[src/rtl/serial_pkg.sv]
// Shared definitions for the parallel-to-serial converter: FSM encoding,
// default word length and the bit-counter width helper.
package serial_pkg;

    typedef enum logic {
        IDLE  = 1'b0,
        SHIFT = 1'b1
    } state_t;

    localparam int DEFAULT_WIDTH = 6;

    // Counter width for a modulus-`width` counter; never narrower than one bit.
    function automatic int cnt_width(input int width);
        return (width <= 2) ? 1 : $clog2(width);
    endfunction

endpackage

[src/rtl/serializador_paralelo_if.sv]
// Load handshake plus serial output bundle between a word producer, the
// converter and the downstream shift register.
interface serializador_paralelo_if #(
    parameter int WIDTH = serial_pkg::DEFAULT_WIDTH
);

    logic             load_valid;
    logic [WIDTH-1:0] load_data;
    logic             load_ready;
    logic             serial_out;
    logic             bit_valid;
    logic             frame_done;

    modport master (
        output load_valid,
        output load_data,
        input  load_ready,
        input  serial_out,
        input  bit_valid,
        input  frame_done
    );

    modport slave (
        input  load_valid,
        input  load_data,
        output load_ready,
        output serial_out,
        output bit_valid,
        output frame_done
    );

endinterface

[src/rtl/serializador_paralelo_contador_bits.sv]
// Modulus-WIDTH up-counter with synchronous clear, enable and a terminal-count
// flag marking the last bit position of a frame.
module contador_bits
    import serial_pkg::*;
#(
    parameter int WIDTH = DEFAULT_WIDTH,
    parameter int CW    = cnt_width(WIDTH)
) (
    input  logic          clock,
    input  logic          reset_n,
    input  logic          clear,
    input  logic          enable,
    output logic [CW-1:0] cnt,
    output logic          tc
);

    localparam logic [CW-1:0] LAST = CW'(WIDTH - 1);

    assign tc = (cnt == LAST);

    // NOTE: sequential state uses non-blocking (<=) so every register samples
    // the pre-edge values of its neighbours, independent of block order.
    always_ff @(posedge clock or negedge reset_n) begin
        if (!reset_n) begin
            cnt <= '0;
        end else if (clear) begin
            cnt <= '0;
        end else if (enable) begin
            cnt <= tc ? '0 : cnt + 1'b1;
        end
    end

endmodule

[src/rtl/serializador_paralelo.sv]
// Parallel-to-serial converter: takes a WIDTH-bit word on a valid/ready
// handshake and emits it one bit per enabled clock, MSB or LSB first.
module serializador_paralelo
    import serial_pkg::*;
#(
    parameter int WIDTH     = DEFAULT_WIDTH,
    parameter bit MSB_FIRST = 1'b1
) (
    input  logic                    clock,
    input  logic                    reset_n,
    input  logic                    shift_en,
    serializador_paralelo_if.slave  bus,
    output logic                    busy
);

    localparam int CW = cnt_width(WIDTH);

    state_t           state;
    state_t           state_nxt;
    logic [WIDTH-1:0] sreg;
    logic [CW-1:0]    cnt;
    logic             tc;
    logic             ready;
    logic             accept;
    logic             advance;

    // Ready is combinational so a new word can land on the last-bit edge
    // and the stream continues with no gap.
    assign ready   = reset_n & shift_en & ((state == IDLE) | tc);
    assign accept  = bus.load_valid & ready;
    assign advance = (state == SHIFT) & shift_en & ~accept;

    contador_bits #(
        .WIDTH (WIDTH),
        .CW    (CW)
    ) u_contador_bits (
        .clock   (clock),
        .reset_n (reset_n),
        .clear   (accept),
        .enable  (advance),
        .cnt     (cnt),
        .tc      (tc)
    );

    always_ff @(posedge clock or negedge reset_n) begin
        if (!reset_n) begin
            state <= IDLE;
        end else begin
            state <= state_nxt;
        end
    end

    // NOTE: every signal written here gets a default first, so no path
    // through the case can leave it unassigned and infer a latch.
    always_comb begin
        state_nxt = state;
        unique case (state)
            IDLE:    if (accept) state_nxt = SHIFT;
            SHIFT:   if (shift_en && tc && !accept) state_nxt = IDLE;
            default: state_nxt = IDLE;
        endcase
    end

    // NOTE: sreg is a plain register, not a memory, so it is cleared on reset;
    // a stale partial frame must never reach serial_out.
    always_ff @(posedge clock or negedge reset_n) begin
        if (!reset_n) begin
            sreg <= '0;
        end else if (accept) begin
            sreg <= bus.load_data;
        end else if (advance) begin
            if (tc) begin
                sreg <= '0;
            end else if (MSB_FIRST) begin
                sreg <= {sreg[WIDTH-2:0], 1'b0};
            end else begin
                sreg <= {1'b0, sreg[WIDTH-1:1]};
            end
        end
    end

    // Everything except load_ready decodes from registers and shift_en only.
    always_comb begin
        busy           = (state == SHIFT);
        bus.bit_valid  = (state == SHIFT);
        bus.serial_out = (state == SHIFT) & (MSB_FIRST ? sreg[WIDTH-1] : sreg[0]);
        bus.frame_done = (state == SHIFT) & tc & shift_en;
        bus.load_ready = ready;
    end

endmodule
[src/flat_wrapper.sv]
// flat-port wrapper written by rule: the top's interface ports become plain ports
module serializador_paralelo_flat import serial_pkg::*;
#(
    parameter int WIDTH     = DEFAULT_WIDTH,
    parameter bit MSB_FIRST = 1'b1
)
  (clock, reset_n, shift_en, busy, bus_load_valid, bus_load_data, bus_load_ready, bus_serial_out, bus_bit_valid, bus_frame_done);
  serializador_paralelo_if #(.WIDTH(WIDTH)) bus_i ();
  input  logic clock;
  input  logic reset_n;
  input  logic shift_en;
  output logic busy;
  input wire logic [$bits(bus_i.load_valid)-1:0] bus_load_valid;
  input wire logic [$bits(bus_i.load_data)-1:0] bus_load_data;
  output wire logic [$bits(bus_i.load_ready)-1:0] bus_load_ready;
  output wire logic [$bits(bus_i.serial_out)-1:0] bus_serial_out;
  output wire logic [$bits(bus_i.bit_valid)-1:0] bus_bit_valid;
  output wire logic [$bits(bus_i.frame_done)-1:0] bus_frame_done;
  assign bus_i.load_valid = bus_load_valid;
  assign bus_i.load_data = bus_load_data;
  assign bus_load_ready = bus_i.load_ready;
  assign bus_serial_out = bus_i.serial_out;
  assign bus_bit_valid = bus_i.bit_valid;
  assign bus_frame_done = bus_i.frame_done;
  serializador_paralelo #(.WIDTH(WIDTH), .MSB_FIRST(MSB_FIRST)) u_core (.clock(clock), .reset_n(reset_n), .shift_en(shift_en), .bus(bus_i), .busy(busy));
endmodule
[config.mk]
export PLATFORM = sky130hd
export DESIGN_NAME = serializador_paralelo_flat
export DESIGN_NICKNAME = d
export VERILOG_FILES = /design/src/rtl/serial_pkg.sv /design/src/rtl/serializador_paralelo_if.sv /design/src/rtl/serializador_paralelo_contador_bits.sv /design/src/rtl/serializador_paralelo.sv /design/src/flat_wrapper.sv
export SDC_FILE = /design/constraint.sdc
export NUM_CORES = 1
export LEC_CHECK = 0
export CORE_AREA = 8 8 53 55
export DETAILED_ROUTE_END_ITERATION = 6
export DIE_AREA = 0 0 61 63
export PLACE_DENSITY = 0.48
export SLEW_MARGIN = 10
export SYNTH_ARGS = -nofsm -noshare
export SYNTH_HDL_FRONTEND = slang
export SYNTH_SLANG_ARGS = --single-unit
[constraint.sdc]
create_clock -name clock -period 2.2 [get_ports clock]
set_input_delay 0.44 -clock clock [delete_from_list [all_inputs] [get_ports clock]]
set_output_delay 0.44 -clock clock [all_outputs]
set_load 0.1 [all_outputs]
==> results.md <==
- Outcome: finished, final reports clean
- Io pins: 15
- Leakage Power: 0.3537 nW
- Largest net degree at the start of global routing: 18
- Final Skew: between 0.003 and 0.004 ns
- Antenna fix cells: 0
- Rows: 17
- Max Cap Viol: 0
- Layout area overhead: 45.61%
- Worst skew pair latency: between 0.2 and 0.3 ns
- Worst Hold Class: in -> async
- Die width: a little over 60 um
- Cell accounting for the most synthesized area: dfrtp_1
- Crit path arrival time: around 1.5 ns
- Final Non-Filler Cells: about 100
- Drt pass-1 iters: 4
- Peak VDD IR: approximately 0.00045 V
- Multi-input gate area: between 300 and 400 um^2
- Post-CTS Setup Bufs: 0
- Vias per cell: 4.725
- H-tree levels: 1
- Pwr dens: around 1100 nW/um^2
- RSZ-0062 raised after global routing: false
- Sequential cell area: between 200 and 300 um^2
- Library cells used by synthesis: 21
- GRT Total Usage: 0.07609
- Synth area leaders: dfrtp_1 (44%), mux2_2 (9.9%), o2bb2ai_1 (7.7%)
- Synthesized area: around 570 um^2
- CP Max Fanout: 7
- Vias in the first global route: about 470
- Die ar.: ~3800 um^2
- CTS buffer count: 3
- Max clock buf depth: 2
- First-pass GRT wire length: between 2000 and 2500 um
- Final setup vio count: 0
- Most frequent cells in the layout: clkdlybuf4s50_1 (9), dfrtp_1 (9), o21ai_0 (7), buf_4 (7), nand3_1 (6)
- Drt total wl: approximately 1300 um
- Crit start category: primary input
- DR iter-0 viols: 4
- Synth Net Count: 64
- Core footprint: about 2100 um^2
- Fin. Hold Viols: 0
- Mapped Cells: 54
- Grt total ovfl: 0
- DP HPWL: roughly 1000 um
- Nets: 85
- Register area share after synthesis: 0.4386
- Rel. slew slack: 0.7952
- DRT antenna net count: 0
- Final Util: 0.4027
- Final Power: between 0.9 and 1 mW
- Critical Path Sink Type: output port
- Slew Viols, Final: 0
- Fraction of final layout cells sized beyond drive strength 1: 0.3784
- PortBufs: 14
- Initial Utilization: 0.2765
- FILL cells: 217
- Inst Count DP: 98
- Clock sink count: 10
- Post-DR wirelength/cell: approximately 13 um
- CTS Root Cell: clkbuf_4
- Routability cong.: about 0.80
- Avg Cell Area, Syn: 10.57 um^2
- CTS tree: yes
- CTS Hold Bufs: 0
- Slew @ Worst Pin: a little over 0.3 ns
- Fmax: roughly 520 MHz
- Resized Gates After CTS: 0
- Vias post-DR: about 480
- Min Clock Period, post-route: roughly 1.9 ns
- YS warnings: 0
- Die H: between 60 and 70 um
- Share of the synthesized area in the top cell type: 0.4386
- Worst-path clk slew: approximately 0.060 ns
- Seq cells post-synth: 10
- Type of the worst setup path: in -> out
- Critical path required time: around 1.8 ns
- Initial antenna violation count: 0
- Final period utilization: 0.8790
- Drc violations: 0
[metal layers]
layer | wire length [um] | track usage | vias to the layer above
met3 | 97 | 0.04115 | 2
met4 | 14 | 0.03499 | 0
met2 | 584 | 0.1019 | 10
met1 | 592 | 0.09541 | 229
met5 | 0 | 0 | -
li1 | - | - | 241
[synth_stat cells (all sizes together)]
| cell type | n |
|---|---|
| a21boi | 1 |
| and2b | 1 |
| o2bb2ai | 5 |
| nand2 | 4 |
| o31ai | 1 |
| and4bb | 1 |
| a21bo | 1 |
| nand4 | 1 |
| a21oi | 3 |
| dfrtp | 10 |
| and3b | 1 |
| and2 | 1 |
| nand3b | 1 |
| mux2 | 5 |
| inv | 1 |
| o21ai | 7 |
| buf | 3 |
| nand3 | 6 |
| nor2 | 1 |
[worst paths after layout]
kind	startpoint	cells after the start	slack, ns	to
max	shift_en	4	0.27	bus_load_ready
min	reset_n	2	0.57	u_core.sreg[0]
max reg2reg	u_core.u_contador_bits.cnt[1]	3	0.80	u_core.sreg[5]
min reg2reg	u_core.u_contador_bits.cnt[2]	1	0.61	u_core.u_contador_bits.cnt[2]
max in group asynchronous	reset_n	2	1.50	u_core.bus.bit_valid
min in group clock	u_core.u_contador_bits.cnt[2]	1	0.61	u_core.u_contador_bits.cnt[2]
[layout make-up]
cell class / instances / share of cell area
Multi-Input combinational cell: 40 / 0.3750
Sequential cell: 10 / 0.3027
Timing Repair Buffer: 19 / 0.2440
Tap cell: 28 / 0.04217
Clock buffer: 4 / 0.03163
Inverter: 1 / 0.004518
[power by group]
part,internal (mW),switching [mW]
clock,0.0699,0.0588
combinational,0.189,0.249
sequential,0.252,0.0870
total,0.511,0.395
[critical path, cell delays in order]
cell             delay, ns
clkdlybuf4s50_1       0.59
nand2_1               0.10
a21oi_2               0.16
buf_12                0.19
[through the flow]
| stage | hold WS [ns] | instance area (um^2) | worst slack, ns | TNS, ns |
|---|---|---|---|---|
| CTS | 0.5647 | 830.8 | 0.2608 | 0 |
| global route | 0.5575 | 830.8 | 0.1908 | 0 |
| finish | 0.5732 | 830.8 | 0.2663 | 0 |
| global placement | 0.5836 | 804.5 | 0.2744 | 0 |
| detailed placement | 0.5947 | 804.5 | 0.2507 | 0 |
| floorplan | 0.1444 | 584.3 | -0.03487 | -0.03487 |
[sequential cells by signal, summed over array words and instances, names as in the netlist]
| register | flops |
|---|---|
| u_core.bus.bit_valid | 1 |
| u_core.sreg | 6 |
| u_core.u_contador_bits.cnt | 3 |
[kinds of logic after synthesis]
| logic type | Yosys count | share of synthesized area |
|---|---|---|
| buffers and inverters | 4 | 0.03728 |
| DFF | 10 | 0.4386 |
| muxes | 5 | 0.09868 |
| and+or+nand+nor | 17 | 0.1974 |
| AOI/OAI and AO/OA | 18 | 0.2281 |
(Power assumes the default switching activity.)
